==> config.mk <==
export PLATFORM = sky130hd
export DESIGN_NAME = multimode_solver_control_flat
export DESIGN_NICKNAME = d
export VERILOG_FILES = /design/src/rtl/multimode_solver_control_if.sv /design/src/rtl/multimode_solver_control.sv /design/src/flat_wrapper.sv
export SDC_FILE = /design/constraint.sdc
export NUM_CORES = 1
export LEC_CHECK = 0
export ABC_AREA = 1
export CAP_MARGIN = 15
export CORE_ASPECT_RATIO = 0.9
export CORE_UTILIZATION = 47
export DETAILED_ROUTE_END_ITERATION = 6
export PLACE_DENSITY = 0.76
export SYNTH_ARGS = -nofsm -noshare
export SYNTH_HDL_FRONTEND = slang
export SYNTH_SLANG_ARGS = --single-unit
==> constraint.sdc <==
create_clock -name clock -period 1.8 [get_ports clock]
set_input_delay 0.18 -clock clock [delete_from_list [all_inputs] [get_ports clock]]
set_output_delay 0.18 -clock clock [all_outputs]
set_load 0.1 [all_outputs]
==> src/rtl/multimode_solver_control_if.sv <==
// Host-side bus of the multimode solver controller: configuration writes,
// c-limb writes, start/abort and the result handshake.
//
// Result handshake: out_valid rises when a result is held and stays high,
// with out_count/out_escaped stable, until a cycle where out_ready is also
// high. That cycle is the transfer, and out_valid falls on the next cycle.
// The only other way out_valid falls is abort, which transfers nothing.
interface multimode_solver_control_if #(
  parameter int LIMB_INDEX_BITS = 6,
  parameter int ITER_BITS       = 16
);
  logic                       cfg_wr_en;
  logic [LIMB_INDEX_BITS-1:0] cfg_limbs;
  logic [ITER_BITS-1:0]       cfg_limit;
  logic [1:0]                 cfg_mode;
  logic                       c_wr_re;
  logic                       c_wr_im;
  logic [LIMB_INDEX_BITS-1:0] c_wr_ind;
  logic                       start;
  logic                       abort;
  logic                       out_valid;
  logic                       out_ready;
  logic [ITER_BITS-1:0]       out_count;
  logic                       out_escaped;

  // Host side
  modport master (
    output cfg_wr_en, cfg_limbs, cfg_limit, cfg_mode,
    output c_wr_re, c_wr_im, c_wr_ind, start, abort, out_ready,
    input  out_valid, out_count, out_escaped
  );

  // Controller side
  modport slave (
    input  cfg_wr_en, cfg_limbs, cfg_limit, cfg_mode,
    input  c_wr_re, c_wr_im, c_wr_ind, start, abort, out_ready,
    output out_valid, out_count, out_escaped
  );
endinterface

==> src/rtl/multimode_solver_control.sv <==
// Sequencer for the multi-limb escape-time datapath. Each z iteration runs an
// optional abs pass over the limbs (Burning Ship), a pipeline flush, the
// triangular partial-product schedule column by column from the least
// significant column (k=N-1) down to 0, a second flush and a divergence check.
// Limb 0 is the most significant limb.
module multimode_solver_control #(
  parameter int LIMB_INDEX_BITS = 6,
  parameter int ITER_BITS       = 16,
  parameter int PIPE_DEPTH      = 4
) (
  input  logic                       clock,
  input  logic                       reset,
  multimode_solver_control_if.slave  host,
  input  logic                       zre_sign,
  input  logic                       zim_sign,
  input  logic                       diverged,
  output logic                       c_wr_re_o,
  output logic                       c_wr_im_o,
  output logic [LIMB_INDEX_BITS-1:0] c_ind,
  output logic [LIMB_INDEX_BITS-1:0] rd_a_ind,
  output logic [LIMB_INDEX_BITS-1:0] rd_b_ind,
  output logic                       abs_re,
  output logic                       abs_im,
  output logic                       abs_first,
  output logic                       pp_valid,
  output logic                       pp_double,
  output logic                       pp_suppress,
  output logic                       im_conj,
  output logic                       col_first,
  output logic                       col_last,
  output logic                       z_wr_en,
  output logic [LIMB_INDEX_BITS-1:0] z_wr_ind,
  output logic                       busy,
  output logic [2:0]                 state_dbg
);

  localparam int FW = (PIPE_DEPTH > 1) ? $clog2(PIPE_DEPTH) : 1;
  localparam logic [FW-1:0] FLUSH_LAST = FW'(PIPE_DEPTH - 1);

  typedef enum logic [2:0] {
    S_IDLE       = 3'd0,
    S_ABS        = 3'd1,
    S_ABS_FLUSH  = 3'd2,
    S_ITER       = 3'd3,
    S_ITER_FLUSH = 3'd4,
    S_CHECK      = 3'd5,
    S_DONE       = 3'd6
  } state_t;

  state_t state;
  state_t state_nxt;

  logic [LIMB_INDEX_BITS-1:0] num_limbs;
  logic [ITER_BITS-1:0]       iter_limit;
  logic [1:0]                 mode;
  logic [ITER_BITS-1:0]       count;
  logic                       zre_lat;
  logic                       zim_lat;
  logic                       escaped;
  logic [LIMB_INDEX_BITS-1:0] abs_idx;
  logic [LIMB_INDEX_BITS-1:0] col_k;
  logic [LIMB_INDEX_BITS-1:0] pair_i;
  logic [FW-1:0]              fcnt;

  logic [LIMB_INDEX_BITS-1:0] col_half;
  logic [LIMB_INDEX_BITS-1:0] pair_j;
  logic                       pair_last;
  logic                       flush_done;
  logic                       start_ok;
  logic                       div_hit;
  logic                       limit_hit;
  logic                       mode_bs;
  logic                       mode_tc;

  // Shared decode of the schedule and check conditions
  always_comb begin
    col_half   = col_k >> 1;
    pair_j     = col_k - pair_i;
    pair_last  = (pair_i == col_half);
    flush_done = (fcnt == FLUSH_LAST);
    start_ok   = host.start && !host.abort && (num_limbs != '0);
    div_hit    = diverged && (count != '0);
    limit_hit  = (count == iter_limit);
    mode_bs    = (mode == 2'd1);
    mode_tc    = (mode == 2'd2);
  end

  // State register
  always_ff @(posedge clock) begin
    if (reset) state <= S_IDLE;
    else       state <= state_nxt;
  end

  // Next-state logic; abort overrides every other transition
  always_comb begin
    state_nxt = state;
    case (state)
      S_IDLE:       if (start_ok) state_nxt = mode_bs ? S_ABS : S_ITER;
      S_ABS:        if (abs_idx == '0) state_nxt = S_ABS_FLUSH;
      S_ABS_FLUSH:  if (flush_done) state_nxt = S_ITER;
      S_ITER:       if (pair_last && (col_k == '0)) state_nxt = S_ITER_FLUSH;
      S_ITER_FLUSH: if (flush_done) state_nxt = S_CHECK;
      S_CHECK: begin
        if (div_hit || limit_hit) state_nxt = S_DONE;
        else                      state_nxt = mode_bs ? S_ABS : S_ITER;
      end
      S_DONE:       if (host.out_ready) state_nxt = S_IDLE;
      default:      state_nxt = S_IDLE;
    endcase
    if (host.abort) state_nxt = S_IDLE;
  end

  // Configuration, iteration counter, schedule indices and flush timer
  always_ff @(posedge clock) begin
    if (reset) begin
      num_limbs  <= LIMB_INDEX_BITS'(1);
      iter_limit <= '0;
      mode       <= 2'd0;
      count      <= '0;
      zre_lat    <= 1'b0;
      zim_lat    <= 1'b0;
      escaped    <= 1'b0;
      abs_idx    <= '0;
      col_k      <= '0;
      pair_i     <= '0;
      fcnt       <= '0;
    end else begin
      fcnt <= '0;
      case (state)
        S_IDLE: begin
          if (host.cfg_wr_en) begin
            num_limbs  <= host.cfg_limbs;
            iter_limit <= host.cfg_limit;
            // Mode 3 is reserved and behaves as Mandelbrot
            mode       <= (host.cfg_mode == 2'd3) ? 2'd0 : host.cfg_mode;
          end
          if (start_ok) begin
            count   <= '0;
            zre_lat <= 1'b0;
            zim_lat <= 1'b0;
            escaped <= 1'b0;
            abs_idx <= num_limbs - 1'b1;
            col_k   <= num_limbs - 1'b1;
            pair_i  <= '0;
          end
        end
        S_ABS: begin
          if (abs_idx != '0) abs_idx <= abs_idx - 1'b1;
        end
        S_ABS_FLUSH, S_ITER_FLUSH: begin
          fcnt <= fcnt + 1'b1;
        end
        S_ITER: begin
          if (pair_last) begin
            pair_i <= '0;
            if (col_k != '0) col_k <= col_k - 1'b1;
          end else begin
            pair_i <= pair_i + 1'b1;
          end
        end
        S_CHECK: begin
          if (div_hit) begin
            escaped <= 1'b1;
          end else if (limit_hit) begin
            escaped <= 1'b0;
          end else begin
            count   <= count + 1'b1;
            abs_idx <= num_limbs - 1'b1;
            col_k   <= num_limbs - 1'b1;
            pair_i  <= '0;
            if (mode_bs) begin
              zre_lat <= zre_sign;
              zim_lat <= zim_sign;
            end
          end
        end
        default: ;
      endcase
    end
  end

  // Datapath and host outputs decoded from the current state
  always_comb begin
    c_wr_re_o        = 1'b0;
    c_wr_im_o        = 1'b0;
    c_ind            = '0;
    rd_a_ind         = '0;
    rd_b_ind         = '0;
    abs_re           = 1'b0;
    abs_im           = 1'b0;
    abs_first        = 1'b0;
    pp_valid         = 1'b0;
    pp_double        = 1'b0;
    pp_suppress      = 1'b0;
    im_conj          = 1'b0;
    col_first        = 1'b0;
    col_last         = 1'b0;
    z_wr_en          = 1'b0;
    z_wr_ind         = '0;
    busy             = (state != S_IDLE);
    host.out_valid   = 1'b0;
    host.out_count   = '0;
    host.out_escaped = 1'b0;
    state_dbg        = state;
    case (state)
      S_IDLE: begin
        c_wr_re_o = host.c_wr_re;
        c_wr_im_o = host.c_wr_im;
        c_ind     = host.c_wr_ind;
      end
      S_ABS: begin
        rd_a_ind  = abs_idx;
        rd_b_ind  = abs_idx;
        c_ind     = abs_idx;
        abs_re    = zre_lat;
        abs_im    = zim_lat;
        abs_first = (abs_idx == num_limbs - 1'b1);
      end
      S_ITER: begin
        rd_a_ind    = pair_i;
        rd_b_ind    = pair_j;
        c_ind       = pair_i;
        pp_valid    = 1'b1;
        pp_double   = (pair_i != pair_j);
        // Iteration 0 produces z1 = c, so the squared terms are zeroed
        pp_suppress = (count == '0);
        im_conj     = mode_tc;
        col_first   = (pair_i == '0);
        col_last    = pair_last;
        z_wr_en     = pair_last;
        z_wr_ind    = col_k;
      end
      S_DONE: begin
        host.out_valid   = 1'b1;
        host.out_count   = count;
        host.out_escaped = escaped;
      end
      default: ;
    endcase
  end

endmodule

==> src/flat_wrapper.sv <==
// flat-port wrapper written by rule: the top's interface ports become plain ports
module multimode_solver_control_flat 
#(
  parameter int LIMB_INDEX_BITS = 6,
  parameter int ITER_BITS       = 16,
  parameter int PIPE_DEPTH      = 4
)
  (clock, reset, zre_sign, zim_sign, diverged, c_wr_re_o, c_wr_im_o, c_ind, rd_a_ind, rd_b_ind, abs_re, abs_im, abs_first, pp_valid, pp_double, pp_suppress, im_conj, col_first, col_last, z_wr_en, z_wr_ind, busy, state_dbg, host_cfg_wr_en, host_cfg_limbs, host_cfg_limit, host_cfg_mode, host_c_wr_re, host_c_wr_im, host_c_wr_ind, host_start, host_abort, host_out_ready, host_out_valid, host_out_count, host_out_escaped);
  multimode_solver_control_if #(.LIMB_INDEX_BITS(LIMB_INDEX_BITS), .ITER_BITS(ITER_BITS)) host_i ();
  input  logic clock;
  input  logic reset;
  input  logic zre_sign;
  input  logic zim_sign;
  input  logic diverged;
  output logic c_wr_re_o;
  output logic c_wr_im_o;
  output logic [LIMB_INDEX_BITS-1:0] c_ind;
  output logic [LIMB_INDEX_BITS-1:0] rd_a_ind;
  output logic [LIMB_INDEX_BITS-1:0] rd_b_ind;
  output logic abs_re;
  output logic abs_im;
  output logic abs_first;
  output logic pp_valid;
  output logic pp_double;
  output logic pp_suppress;
  output logic im_conj;
  output logic col_first;
  output logic col_last;
  output logic z_wr_en;
  output logic [LIMB_INDEX_BITS-1:0] z_wr_ind;
  output logic busy;
  output logic [2:0] state_dbg;
  input wire logic [$bits(host_i.cfg_wr_en)-1:0] host_cfg_wr_en;
  input wire logic [$bits(host_i.cfg_limbs)-1:0] host_cfg_limbs;
  input wire logic [$bits(host_i.cfg_limit)-1:0] host_cfg_limit;
  input wire logic [$bits(host_i.cfg_mode)-1:0] host_cfg_mode;
  input wire logic [$bits(host_i.c_wr_re)-1:0] host_c_wr_re;
  input wire logic [$bits(host_i.c_wr_im)-1:0] host_c_wr_im;
  input wire logic [$bits(host_i.c_wr_ind)-1:0] host_c_wr_ind;
  input wire logic [$bits(host_i.start)-1:0] host_start;
  input wire logic [$bits(host_i.abort)-1:0] host_abort;
  input wire logic [$bits(host_i.out_ready)-1:0] host_out_ready;
  output wire logic [$bits(host_i.out_valid)-1:0] host_out_valid;
  output wire logic [$bits(host_i.out_count)-1:0] host_out_count;
  output wire logic [$bits(host_i.out_escaped)-1:0] host_out_escaped;
  assign host_i.cfg_wr_en = host_cfg_wr_en;
  assign host_i.cfg_limbs = host_cfg_limbs;
  assign host_i.cfg_limit = host_cfg_limit;
  assign host_i.cfg_mode = host_cfg_mode;
  assign host_i.c_wr_re = host_c_wr_re;
  assign host_i.c_wr_im = host_c_wr_im;
  assign host_i.c_wr_ind = host_c_wr_ind;
  assign host_i.start = host_start;
  assign host_i.abort = host_abort;
  assign host_i.out_ready = host_out_ready;
  assign host_out_valid = host_i.out_valid;
  assign host_out_count = host_i.out_count;
  assign host_out_escaped = host_i.out_escaped;
  multimode_solver_control #(.LIMB_INDEX_BITS(LIMB_INDEX_BITS), .ITER_BITS(ITER_BITS), .PIPE_DEPTH(PIPE_DEPTH)) u_core (.clock(clock), .reset(reset), .host(host_i), .zre_sign(zre_sign), .zim_sign(zim_sign), .diverged(diverged), .c_wr_re_o(c_wr_re_o), .c_wr_im_o(c_wr_im_o), .c_ind(c_ind), .rd_a_ind(rd_a_ind), .rd_b_ind(rd_b_ind), .abs_re(abs_re), .abs_im(abs_im), .abs_first(abs_first), .pp_valid(pp_valid), .pp_double(pp_double), .pp_suppress(pp_suppress), .im_conj(im_conj), .col_first(col_first), .col_last(col_last), .z_wr_en(z_wr_en), .z_wr_ind(z_wr_ind), .busy(busy), .state_dbg(state_dbg));
endmodule
==> impl_results.md, run 1 <==
- Cell taking the most area after synthesis: dfxtp_1
- Synth Area per Inst: between 6 and 7 sq um
- Stop stage: global routing (5_1_grt)
- Clk sinks: 66
- Synth Cell Area: between 4000 and 5000 sq um
- Sequential area share after synthesis: 0.285
- Die height: approximately 96 microns
- PortBufs: 98
- Synth unique cells: 36
- DP HPWL: 13000 microns
- Syn Nets: ~800
- Top cells by area, synth: dfxtp_1 (28%), nand2_1 (16%), nor2_1 (9.0%)
- EDFF count, synth: 0
- Gr usage total: 0.749
- Warnings from Yosys: 0
- Clk Tree Root Cell: clkbuf_8
- Largest net degree at the start of global routing: 35
- Remaining global-route overflow: 16
- FFs w/ async S/R, synth: 0
- Prevailing post-synth register cell: dfxtp_1
- CTS max path bufs: 2
- DP Area: approximately 7500 sq um
- Io pins: 99
- Status: aborted with a tool error
- Most numerous cell in the Yosys netlist: nand2_1
- Die width: 107 microns
- Register bit count reported by yosys: 66
- Gate Count Post-Synth: ~750
- GRT worst endpoint: pp_double
- FP Rows: 34
- CTS Hold Bufs: 0
- Gp weighted congestion: 1.00
- CTS Buf Count: 9
- Worst ep type: output port
- Top-area cell type share of the netlist area: 0.285
- Placed cells: between 1000 and 1500
- Synth top cells by count: nand2_1 (202), nor2_1 (111), inv_1 (77)
- Initial core utilization: 0.483
- Tool error: [ERROR GRT-0232] Routing congestion too high. Check the congestion heatmap in the GUI.
- H-tree level count: 3
-- cell families after synthesis --
logic type	after synthesis	share of synthesized area
flip-flops	66	0.285
XOR/XNOR	37	0.0698
AND/OR/NAND/NOR	385	0.351
adder cells (fa/ha/maj)	17	0.0475
AO/OA/AOI/OAI	123	0.142
buffers and inverters	120	0.105
-- per-stage QoR --
step / hold WS, ps / utilization / worst slack [ps]
floorplan: 310 / - / -784
global placement: 405 / 0.777 / -241
detailed placement: 416 / 0.777 / -276
CTS: 373 / 0.881 / -667
-- what timing repair did --
item | in CTS
pin swaps | 39
gates cloned | 2
gates resized for setup | 97
setup buffers | 42
setup endpoints to repair | 57
-- metal layers --
layer	global-route usage	GRT overflow
met1	0.733	0
met5	0.204	0
met4	0.813	12
met2	0.937	4
met3	0.572	0
==> run 2: changes to the inputs <==
--- a/config.mk
+++ b/config.mk
@@ -7,10 +7,9 @@
 export LEC_CHECK = 0
 export ABC_AREA = 1
 export CAP_MARGIN = 15
-export CORE_ASPECT_RATIO = 0.9
-export CORE_UTILIZATION = 47
+export CORE_UTILIZATION = 35
 export DETAILED_ROUTE_END_ITERATION = 6
-export PLACE_DENSITY = 0.76
+export PLACE_DENSITY_LB_ADDON = 0.15
 export SYNTH_ARGS = -nofsm -noshare
 export SYNTH_HDL_FRONTEND = slang
 export SYNTH_SLANG_ARGS = --single-unit
==> constraint.sdc (replaced) <==
create_clock -name clock -period 2.3 [get_ports clock]
set_input_delay 0.23 -clock clock [delete_from_list [all_inputs] [get_ports clock]]
set_output_delay 0.23 -clock clock [all_outputs]
set_load 0.1 [all_outputs]
==> run 2 against run 1 <==
Against the previous run:
- the flow now finishes, with violations (negative setup slack)
- synthesized cell count did not move
- area after synthesis did not move
==> impl_results.md, run 2 <==
- Worst r2r path cells: 7
- Remaining global-route overflow: 0
- FMAX: approximately 400 MHz
- First-pass GRT wire length: between 20000 and 25000 microns
- Clock power share: 0.304
- Clk Latency, worst-skew pair: approximately 340 ps
- Synth unique cells: 36 (unchanged)
- Min-Delay Path Class: flop to flop
- Worst EP arrival: between 2000 and 2500 ps
- Nets: approximately 920
- Worst setup SP type: flop
- Hold_sp: u_core.fcnt[0]$_SDFF_PP0_
- FP Rows: 41 (+21%)
- Commonest non-fill, non-tap cell in the layout: nand2_1
- R2R Path Start: u_core.state_dbg[0]$_SDFFE_PP0P_
- Share of power burned in registers: 0.308
- FILL cells: ~1200
- CTS Buf Count: 9 (unchanged)
- Max Fanout on Critical Path: 2
- H-tree level count: 3 (unchanged)
- Antenna violations before repair: 0
- Io pins: 99 (unchanged)
- Clk Tree Root Cell: clkbuf_16
- RSZ-0062 raised after global routing: yes
- EDFF count, synth: 0 (unchanged)
- Synth top cells by count: nand2_1 (202), nor2_1 (111), inv_1 (77)
- CTS Hold Bufs: 0 (unchanged)
- Switch share: 0.379
- Slew Limit Fails: 0
- Gp weighted congestion: 0.887 (-12%)
- Antenna viol nets, final: 0
- Fin worst setup slack: -186 ps
- Prevailing post-synth register cell: dfxtp_1
- Register bit count reported by yosys: 66 (unchanged)
- Gate Count Post-Synth: 748 (unchanged)
- Core area: 12800 sq um
- Clk sinks: 66 (unchanged)
- WL per Instance: between 10 and 15 microns
- Max VDD drop: about 0.48 mV
- Pwr/cell area: 596 nW/um^2
- Reg2reg end: u_core.iter_limit[8]$_SDFFE_PP0P_
- Status: finished, violations left
- FFs w/ async S/R, synth: 0 (unchanged)
- DP HPWL: 11700 microns (-10%)
- R2R setup slack: about 190 ps
- Largest net degree at the start of global routing: 33
- Final WL: between 15000 and 20000 microns
- Share of post-route cells with drive strength above 1: 0.247
- Leading cell types in the layout, fill and taps excluded: nand2_1 (200), nor2_1 (81), inv_1 (70)
- Die Area: between 10000 and 15000 sq um
- Initial core utilization: 0.363 (-0.119)
- Gr usage total: 0.234
- Starting DRT DRC Count: roughly 230
- CTS max path bufs: 2 (unchanged)
- Via/cell ratio: ~5
- Critical Path RT: roughly 2100 ps
- Slew margin rel.: 0.704
- Clock slew at reported path FFs: approximately 50 ps
- Largest regs: u_core.count: 16 flops, u_core.iter_limit: 16 flops
- Register Area: 1350 sq um
- Top-area cell type share of the netlist area: 0.285 (unchanged)
- Crit path time final: approximately 2500 ps
- Setup crit end kind: output port
- Final period util: 1.08
- Final core utilization: 0.571
- Worst-Margin Slew: around 440 ps
- LEAKAGE: just under 3 nW
- Maxcap violations: 0
- Final Power: 4.35 mW
- Warnings from Yosys: 0 (unchanged)
- Endpoint, Worst Hold: u_core.fcnt[0]$_SDFF_PP0_
- Comb pwr share: 0.388
- Setup-failing EPs final: 2
- Sequential area share after synthesis: 0.285 (unchanged)
- Sw power: approximately 1.6 mW
- Multi-input gate area: approximately 3400 sq um
- Die height: 117 microns (+22%)
- Clock skew: ~11 ps
- Vias: 5168
- Synthesis-to-layout area growth: 57.3%
- CP Class: flop to output port
- Top cells by area, synth: dfxtp_1 (28%), nand2_1 (16%), nor2_1 (9.0%)
- Synth Area per Inst: 6.20 sq um (unchanged)
- Synth Cell Area: 4640 sq um (unchanged)
- Final hold violation count: 0
- CTS tree: built
- Antenna diodes: 0
- Drt pass-1 iters: 5
- DRC: 0
- PortBufs: 98 (unchanged)
- Die width: 117 microns (+9.7%)
- Most numerous cell in the Yosys netlist: nand2_1
- Hold path depth: 1
- Violated checks: negative setup slack
- Cell Int Power: about 2.7 mW
- Syn Nets: 806 (unchanged)
- Vias in the first global route: 5026
- Cell taking the most area after synthesis: dfxtp_1
-- run 2: cell counts after synthesis --
No cell type changed its count.
-- run 2: worst max-delay path, cell delays in order (launching register included) --
cell and delay [ps]:
dfxtp_2 320, inv_2 70, ha_4 130, inv_4 30, fa_2 350, a21oi_2 140, o21bai_1 90, xor2_1 160
inv_1 100, nand2_1 60, nand2_1 70, nor2_2 50, a21oi_4 170, buf_12 190
-- run 2: power groups by stage --
stage | Sequential [mW] | Clock, mW | Combinational (mW)
final | 1.34 | 1.32 | 1.69
after global routing | 1.35 | 1.40 | 1.86
after CTS | 1.34 | 1.34 | 1.66
after detailed placement | 1.36 | 0 | 1.58
after global placement | 1.35 | 0 | 1.55
after floorplan | 1.35 | 0 | 1.13
-- run 2: routing by layer --
layer | part of all wire | GRT usage | up-vias
met4 | 0.018 | 0.0793 | 0
met1 | 0.42 | 0.271 | 2420
met5 | 0 | 0 | -
li1 | - | - | 2594
met3 | 0.038 | 0.0402 | 20
met2 | 0.52 | 0.434 | 134
-- run 2: how the worst max path moves through the flow --
stage / start / to / slack (ps) / depth (start not counted)
after floorplan: u_core.state_dbg[2]$_SDFFE_PP0P_ / c_wr_im_o / -390 / 4
after global placement: u_core.pair_i[0]$_SDFFE_PP0P_ / pp_double / 120 / 10
after detailed placement: u_core.pair_i[0]$_SDFFE_PP0P_ / pp_double / 70 / 12
after CTS: u_core.col_k[0]$_SDFFE_PP0P_ / pp_double / -210 / 13
after global routing: u_core.col_k[0]$_SDFFE_PP0P_ / pp_double / -340 / 13
final: u_core.col_k[0]$_SDFFE_PP0P_ / pp_double / -190 / 13
-- run 2: cell families after synthesis --
| kind of cell | Yosys count | share of synthesized area |
|---|---|---|
| simple gates | 385 | 0.351 |
| compound gates | 123 | 0.142 |
| buf+inv | 120 | 0.105 |
| flops | 66 | 0.285 |
| xor+xnor | 37 | 0.0698 |
| fa+ha+maj | 17 | 0.0475 |
-- run 2: layout make-up --
class | instances | share of cell area
flip-flops and latches | 66 | 0.185
inverters | 91 | 0.0482
clock buffers | 15 | 0.0381
clock inverters | 1 | 0.00103
well taps | 172 | 0.0295
multi-input cells | 562 | 0.460
repair buffers | 129 | 0.238
-- run 2: timing repair --
item	4_1_cts	5_1_grt
pin swaps	9	9
endpoints found under the setup margin	4	5
gates resized for setup	21	12
buffers inserted	5	4
-- run 2: stage by stage --
| step | cells | setup TNS, ps | instance area, sq um | hold WS, ps | setup WS, ps |
|---|---|---|---|---|---|
| 2_1_floorplan | 748 | -6600 | 5140 | 360 | -389 |
| 3_3_place_gp | 1011 | 0 | 6810 | 406 | 122 |
| 3_5_place_dp | 1011 | 0 | 6810 | 415 | 68.2 |
| 4_1_cts | 1032 | -398 | 7230 | 422 | -213 |
| 5_1_grt | 1036 | -607 | 7300 | 437 | -335 |
| 6_report | 1036 | -324 | 7300 | 425 | -186 |
Note: power is estimated with default switching activity, not from simulation.
